`src/rtl/riscv_mem_arbiter.sv`:
```
// riscv_mem_arbiter: shares one synchronous-read memory between instruction-fetch and load/store ports
module riscv_mem_arbiter #(
  parameter int XLEN     = 32,
  parameter int ADDR_BIT = 12,
  parameter bit RR_MODE  = 1'b0,
  parameter int MAX_WAIT = 3
) (
  input  logic                i_clk,
  input  logic                i_rst,
  input  logic                i_arb_if_req,
  input  logic [XLEN-1:0]     i_arb_if_addr,
  output logic                o_arb_if_gnt,
  output logic                o_arb_if_rvalid,
  output logic [XLEN-1:0]     o_arb_if_rdata,
  input  logic                i_arb_ls_req,
  input  logic [XLEN-1:0]     i_arb_ls_addr,
  input  logic                i_arb_ls_wr_en,
  input  logic [3:0]          i_arb_ls_byte_sel,
  input  logic [XLEN-1:0]     i_arb_ls_wr_data,
  output logic                o_arb_ls_gnt,
  output logic                o_arb_ls_rvalid,
  output logic [XLEN-1:0]     o_arb_ls_rdata,
  output logic [ADDR_BIT-3:0] o_arb_mem_addr,
  output logic                o_arb_mem_wr_en,
  output logic [3:0]          o_arb_mem_byte_sel,
  output logic [XLEN-1:0]     o_arb_mem_wr_data,
  input  logic [XLEN-1:0]     i_arb_mem_rd_data
);
  localparam logic [3:0] MW = 4'(MAX_WAIT);
  logic [3:0] wait_cnt;
  logic last_ls, if_win, if_gnt, ls_gnt, if_rvalid, ls_rvalid;
  logic [ADDR_BIT-3:0] gnt_addr;
  logic unused_addr_bits;
  assign unused_addr_bits = ^{i_arb_if_addr[XLEN-1:ADDR_BIT], i_arb_if_addr[1:0],
                              i_arb_ls_addr[XLEN-1:ADDR_BIT], i_arb_ls_addr[1:0]};
  // grant decision: IF wins a contested cycle on starvation (fixed mode) or when LS won last (round-robin)
  always_comb begin
    if_win   = RR_MODE ? last_ls : (wait_cnt == MW);
    if_gnt   = !i_rst && i_arb_if_req && (!i_arb_ls_req || if_win);
    ls_gnt   = !i_rst && i_arb_ls_req && !if_gnt;
    gnt_addr = if_gnt ? i_arb_if_addr[ADDR_BIT-1:2] : i_arb_ls_addr[ADDR_BIT-1:2];
  end
  // drive the memory from the granted requester, all zero when idle
  always_comb begin
    o_arb_mem_addr     = (if_gnt || ls_gnt) ? gnt_addr : '0;
    o_arb_mem_wr_en    = ls_gnt && i_arb_ls_wr_en;
    o_arb_mem_byte_sel = if_gnt ? 4'hF : ls_gnt ? i_arb_ls_byte_sel : 4'h0;
    o_arb_mem_wr_data  = ls_gnt ? i_arb_ls_wr_data : '0;
  end
  assign o_arb_if_gnt    = if_gnt;
  assign o_arb_ls_gnt    = ls_gnt;
  assign o_arb_if_rvalid = if_rvalid;
  assign o_arb_ls_rvalid = ls_rvalid;
  assign o_arb_if_rdata  = if_rvalid ? i_arb_mem_rd_data : '0;
  assign o_arb_ls_rdata  = ls_rvalid ? i_arb_mem_rd_data : '0;
  // starvation counter, round-robin pointer and one-cycle read-return tracking
  always_ff @(posedge i_clk or posedge i_rst) begin
    if (i_rst) begin
      wait_cnt  <= '0;
      last_ls   <= 1'b1;
      if_rvalid <= 1'b0;
      ls_rvalid <= 1'b0;
    end else begin
      wait_cnt  <= (i_arb_if_req && !if_gnt) ? ((wait_cnt == MW) ? MW : wait_cnt + 4'd1) : '0;
      last_ls   <= if_gnt ? 1'b0 : ls_gnt ? 1'b1 : last_ls;
      if_rvalid <= if_gnt;
      ls_rvalid <= ls_gnt && !i_arb_ls_wr_en;
    end
  end
endmodule

```
`config.mk`:
```
export PLATFORM = sky130hd
export DESIGN_NAME = riscv_mem_arbiter
export DESIGN_NICKNAME = d
export VERILOG_FILES = /design/src/rtl/riscv_mem_arbiter.sv
export SDC_FILE = /design/constraint.sdc
export NUM_CORES = 1
export LEC_CHECK = 0
export CAP_MARGIN = 15
export CORE_AREA = 2 2 98 100
export CTS_CLUSTER_DIAMETER = 150
export CTS_CLUSTER_SIZE = 12
export DETAILED_ROUTE_END_ITERATION = 7
export DIE_AREA = 0 0 100 102
export PLACE_DENSITY = 0.7
export SYNTH_ARGS = -nofsm -noshare
export SYNTH_HDL_FRONTEND = slang
export SYNTH_SLANG_ARGS = --single-unit
```
`constraint.sdc`:
```
create_clock -name i_clk -period 3.3 [get_ports i_clk]
set_input_delay 0.495 -clock i_clk [delete_from_list [all_inputs] [get_ports i_clk]]
set_output_delay 0.495 -clock i_clk [all_outputs]
set_load 0.02 [all_outputs]
```
==> results of run 1 <==
[cell families after synthesis]
group	synth area share, %
buf+inv	6.07
compound gates	17.4
fa+ha+maj	1.12
xor+xnor	0.787
simple gates	61.1
flops	13.5
[synth_stat cells, types with 2 or more instances]
cell and instances:
buf_6 2, a21o_2 5, inv_1 2, and3_1 3
dfrtp_1 6, clkbuf_1 6, a22o_2 10, and2_1 97
buf_2 3
[state kept, by name, indices dropped and copies added (netlist names)]
name,cells
wait_cnt,4
o_arb_if_rvalid,1
o_arb_ls_rvalid,1
[critical path, cell delays in order (launching register included)]
cell             delay, ns
dfrtp_1               0.36
ha_1                  0.21
or3b_4                0.42
a21oi_4               0.41
a22o_2                0.22
clkdlybuf4s50_1       0.62
[power groups by stage]
stage,sequential (mW),combinational (mW),clock [mW]
finish,0.0857,0.349,0.111
global placement,0.0864,0.350,0
detailed placement,0.0871,0.353,0
CTS,0.0861,0.354,0.112
floorplan,0.0816,0.134,0
global route,0.0879,0.370,0.118
[path summary, 6_finish.rpt]
| kind | from | end | slack (ns) |
|---|---|---|---|
| setup reg to reg | wait_cnt[0] | o_arb_if_rvalid | 1.74 |
| setup / recovery | wait_cnt[0] | o_arb_mem_addr[1] | 0.33 |
| hold reg to reg | wait_cnt[0] | wait_cnt[0] | 0.62 |
| hold / removal | i_rst | wait_cnt[0] | 0.57 |
| max in group asynchronous | i_rst | wait_cnt[1] | 2.53 |
| min in group i_clk | wait_cnt[0] | wait_cnt[0] | 0.62 |
[cell type report]
type / instances / area [um2] / area share [%]
Clock buffer: 3 / 41.3 / 1.24
Multi-Input combinational cell: 129 / 896 / 26.9
Tap cell: 111 / 139 / 4.18
Inverter: 2 / 7.51 / 0.226
Sequential cell: 6 / 150 / 4.51
Timing Repair Buffer: 208 / 2090 / 62.9
[stage by stage]
step / power [mW] / utilization, % / instance area [um2] / instances / hold WS [ns]
after floorplan: 0.215 / - / 1110 / 148 / 0.286
after global placement: 0.436 / 36.1 / 3280 / 456 / 0.611
after detailed placement: 0.440 / 36.1 / 3280 / 456 / 0.619
after CTS: 0.552 / 36.5 / 3330 / 459 / 0.579
after global routing: 0.576 / 36.5 / 3330 / 459 / 0.610
final: 0.546 / 36.5 / 3330 / 459 / 0.567
[routing by layer]
| layer | wire length, um | vias to the layer above |
|---|---|---|
| met2 | 3230 | 129 |
| met5 | 0 | - |
| met1 | 1880 | 771 |
| li1 | - | 875 |
| met4 | 70 | 0 |
| met3 | 710 | 5 |
==> results by group, run 1 <==
Cells and area
  • Leading cell type in the layout, fill and taps excluded: clkdlybuf4s50_1
  • Final nets: 488
  • Layout filler cell count: 953
  • Share of post-route cells with drive strength above 1: 6.32%
  • Syn-to-layout area delta: 199%
  • Inserted Diodes: 0
  • Commonest cells after routing, fill and taps aside: clkdlybuf4s50_1, and2_1, a22o_2

CTS
  • Clock root buffer: clkbuf_8
  • Num CTS Buffers: 3
  • CTS HTree Levels: 1
  • Worst-case clock buffer depth: 2
  • Clock tree from TritonCTS: yes
  • CTS hold repair buffers: 0
  • Post-CTS repair timing setup buffer count: 0
  • Post-CTS Resized: 0
  • Clock edge transition at the registers on the reported setup and hold paths: 0.04 ns
  • TritonCTS Sinks: 6
  • Clk_lat worst skew: 0.23 ns

Global route
  • Largest net degree at the start of global routing: 46
  • Number of global-route vias before repair: 1,715
  • Highest-utilization routing layer at the global route stage: met2
  • Gr ovfl total: 0
  • Met2 Use GR: 21.4%
  • Met1 global-route usage: 9.80%
  • GR Util All Layers: 10.5%
  • First-pass GRT wire length: 8.48 mm
  • Met3 routing resource usage after global routing: 3.56%
  • Number of antenna violations at the first check in global routing: 0

Drt
  • Count of vias placed by the detailed router: 1,780
  • Post-DR vias/cell: 3.88
  • Number of DRC violations after detailed routing: 0
  • DRT Wirelength: 5.89 mm
  • First-pass iteration count of the detailed router: 4
  • Detail Route Antenna Nets: 0
  • Routed length per placed instance: 12.8 um
  • 1st-iter DRT viols: 26

Floorplan
  • Chip height: 102 um
  • Initial Util: 12.2%
  • Die area: 10,200 um2
  • CORE AREA: 9110 um2
  • Die W: 100 um
  • Row cnt: 35
  • Top Ports: 252

Placement
  • Post-Place Worst Slack: 0.301 ns
  • Routability cong.: 0.723
  • Placed wire-length estimate: 5.30 mm
  • Number of input and output port buffers inserted: 207

Pwr
  • Worst vdd ir: 0.0913 mV
  • Int Pwr: 0.370 mW
  • Net Sw Frac: 32.1%
  • Logic gate share of total power: 63.9%
  • Static Leakage: 1.31 nW
  • Sequential group share of total power: 15.7%
  • Reported net switching power: 0.175 mW
  • Clock share of power: 20.4%
  • Power density over cell area: 164 nW/um2

Synth
  • Gate Count Post-Synth: 148
  • Synth top area cells: and2_1, dfrtp_1, a22o_2
  • Cell type with the largest total area after synthesis: and2_1
  • Synthesis warning total: 0
  • Average instance area after synthesis: 7.52 um2
  • Most common flop cell mapped by yosys: dfrtp_1
  • Mapped Nets: 286
  • Number of different library cells in the post-synthesis netlist: 23
  • Number of synthesized flops with an enable pin: 0
  • Seq cells post-synth: 6
  • Portion of synthesized cell area occupied by the leading cell type: 54.5%
  • Mapped Area: 1110 um2
  • Fraction of the yosys area taken by sequential cells: 13.5%
  • Async S/R FF share, synth: 100%

Setup path
  • Worst endpoint required time: 2.80 ns
  • Worst setup SP type: flip-flop
  • Endpoint arrival time on the critical path: 2.48 ns
  • Type of element capturing the critical path: output pin
  • Critical path fanouts, max: 16
  • Cell depth of the worst flop-to-flop path: 3
  • WS Path Type: reg2out

STA
  • Unrepaired setup endpoints after global routing: no
  • Final Hold Vio Count: 0
  • Final Critical Period: 2.97 ns
  • Post-Route Skew: 0.00569 ns
  • Worst slew margin: 48.1%
  • Final-layout setup total negative slack: 0 ns
  • Worst-Margin Slew: 0.779 ns
  • Final Max Tran Viols: 0
  • Final period util: 90.0%
  • Max Freq: 337 MHz
  • Worst Slack Setup Final: 0.329 ns
  • Final setup violation count: 0

Hold path
  • Worst hold path type: in2async

Status
  • Result of the run: complete, no violations

Flow run
  • MaxCap Viol Count: 0
(Power assumes the default switching activity.)
==> inputs of run 2 (changes only) <==
--- a/config.mk
+++ b/config.mk
@@ -14,2 +14,3 @@
 export PLACE_DENSITY = 0.7
+export RECOVER_POWER = 100
 export SYNTH_ARGS = -nofsm -noshare
--- a/constraint.sdc
+++ b/constraint.sdc
@@ -3,2 +3,2 @@
 set_output_delay 0.495 -clock i_clk [all_outputs]
-set_load 0.02 [all_outputs]
+set_load 0.01 [all_outputs]
==> run 2 against run 1 <==
Critical path depth grew 1. Highest routed layer unchanged. Sequential power is essentially flat. Global-route usage shrank 0.10 points. Critical path type is now in2out. Worst setup slack lost 0.088 ns. Combinational power shrank 16%. Wire length shrank 0.37%.
==> results by group, run 2 (synthesized netlist as in run 1, its figures left out) <==
Setup path
  • Type of element capturing the critical path: output pin
  • Max stage delay cell, worst path: dlygate4sd3_1
  • Endpoint arrival time on the critical path: 2.56 ns
  • Worst stage delay on the critical path: 0.60 ns
  • Most numerous cell on the critical path: dlygate4sd3_1
  • Critical path fanouts, max: 45
  • List of cells traversed by the critical path: dlygate4sd3_1 > and2b_1 > a21boi_4 > buf_12 > a22o_2 > dlygate4sd3_1
  • Worst endpoint required time: 2.80 ns
  • Terminus of the critical flop-to-flop path: o_arb_if_rvalid
  • WS Path Type: in2out
  • Worst setup SP type: input port
  • Cell depth of the worst flop-to-flop path: 3
  • Worst reg2reg path startpoint: wait_cnt[0]
  • R2r setup slk: 1.74 ns
  • Beginning of the critical path: i_rst

Drt
  • First-pass iteration count of the detailed router: 2
  • Count of vias placed by the detailed router: 1,776
  • Routed length per placed instance: 12.8 um
  • Detail Route Antenna Nets: 0
  • DRT Wirelength: 5.87 mm
  • 1st-iter DRT viols: 22
  • Post-DR vias/cell: 3.87
  • Number of DRC violations after detailed routing: 0

CTS
  • Clock tree from TritonCTS: yes
  • Clk_lat worst skew: 0.22 ns
  • CTS HTree Levels: 1
  • Clock root buffer: clkbuf_8
  • Clock edge transition at the registers on the reported setup and hold paths: 0.04 ns
  • TritonCTS Sinks: 6
  • Worst-case clock buffer depth: 2
  • CTS hold repair buffers: 0
  • Num CTS Buffers: 3
  • Post-CTS Resized: 0
  • Post-CTS repair timing setup buffer count: 0

STA
  • Post-Route Skew: 0.00128 ns
  • Final-layout setup total negative slack: 0 ns
  • Final Critical Period: 3.06 ns
  • Unrepaired setup endpoints after global routing: no
  • Worst slew margin: 47.7%
  • Final setup violation count: 0
  • Final period util: 92.7%
  • Final Hold Vio Count: 0
  • Final Max Tran Viols: 0
  • Max Freq: 327 MHz
  • Worst-Margin Slew: 0.784 ns

Placement
  • Placed wire-length estimate: 5.31 mm
  • Routability cong.: 0.732
  • # placed instances: 456
  • Number of input and output port buffers inserted: 207

Global route
  • GR Util All Layers: 10.4%
  • Gr ovfl total: 0
  • Number of global-route vias before repair: 1,730
  • Largest net degree at the start of global routing: 46
  • First-pass GRT wire length: 8.55 mm
  • Number of antenna violations at the first check in global routing: 0

Hold path
  • Worst hold path type: reg2reg
  • Startpoint of the lowest-slack hold path: wait_cnt[0]
  • Destination of the worst hold path: wait_cnt[0]
  • Number of stages on the worst hold path: 2

Cells and area
  • Inserted Diodes: 0
  • Leading cell type in the layout, fill and taps excluded: clkdlybuf4s50_1
  • Largest reg by FF count: wait_cnt
  • Flip-flop count of the largest register after layout: 4
  • Commonest cells after routing, fill and taps aside: clkdlybuf4s50_1, dlygate4sd3_1, and2_1
  • Syn-to-layout area delta: 198%
  • Filler-free cell count of the finished design: 459
  • Share of post-route cells with drive strength above 1: 6.03%
  • Final nets: 488

Floorplan
  • CORE AREA: 9110 um2
  • Chip height: 102 um
  • Top Ports: 252
  • Row cnt: 35
  • Initial Util: 12.2%
  • Die area: 10,200 um2
  • Die W: 100 um

Pwr
  • Worst vdd ir: 0.0896 mV
  • Sequential group share of total power: 17.5%
  • Logic gate share of total power: 59.7%
  • Tot Pwr: 0.489 mW
  • Power density over cell area: 147 nW/um2
  • Int Pwr: 0.355 mW
  • Net Sw Frac: 27.5%
  • Clock share of power: 22.8%
  • Reported net switching power: 0.134 mW
  • Static Leakage: 1.47 nW

Flow run
  • MaxCap Viol Count: 0

Status
  • Result of the run: complete, no violations
## run 2: through the flow
step	util [%]	hold slack (ns)	worst slack, ns	area [um2]
after global routing	36.5	0.661	0.128	3320
after floorplan	-	0.286	1.34	1110
after detailed placement	36.1	0.629	0.361	3280
final	36.5	0.635	0.241	3320
after CTS	36.5	0.587	0.360	3330
after global placement	36.1	0.609	0.375	3280
## run 2: layer usage
metal	vias to the layer above	routed length (um)	GRT usage (%)
li1	870	-	-
met1	774	1920	10.1
met2	128	3240	21.4
met3	4	658	2.87
met4	0	49	2.85
met5	-	0	0
## run 2: worst max-delay path, delay by kind of cell
| kind | cells | cell delay [ns] |
|---|---|---|
| AO/OA/AOI/OAI | 2 | 0.38 |
| buffers and inverters | 3 | 1.38 |
| AND/OR/NAND/NOR | 1 | 0.30 |
## run 2: area by class of cell
class / instances / area [um2]
clock buffer: 3 / 41.3
multi-input combinational: 129 / 893
inverter: 2 / 7.51
fill: 949 / 5790
timing repair buffer: 208 / 2090
sequential: 6 / 150
tap: 111 / 139
## run 2: power by group through the flow
stage | logic [mW] | clock network, mW | registers (mW)
2_1_floorplan | 0.0944 | 0 | 0.0808
3_3_place_gp | 0.310 | 0 | 0.0863
3_5_place_dp | 0.313 | 0 | 0.0868
4_1_cts | 0.314 | 0.113 | 0.0859
5_1_grt | 0.313 | 0.118 | 0.0877
6_report | 0.292 | 0.112 | 0.0858
## run 2: how the worst max path moves through the flow
stage,end,slack [ns]
3_5_place_dp,o_arb_mem_wr_data[13],0.36
5_1_grt,o_arb_mem_wr_data[0],0.13
6_report,o_arb_mem_addr[4],0.24
2_1_floorplan,o_arb_mem_addr[4],1.34
4_1_cts,o_arb_mem_wr_data[13],0.36
3_3_place_gp,o_arb_mem_wr_data[13],0.38
==> inputs of run 3 (changes only) <==
- SKIP_LAST_GASP: not set -> 1
==> results of run 3 <==
The final DEF is identical to that of run 2; final timing and power are the same.
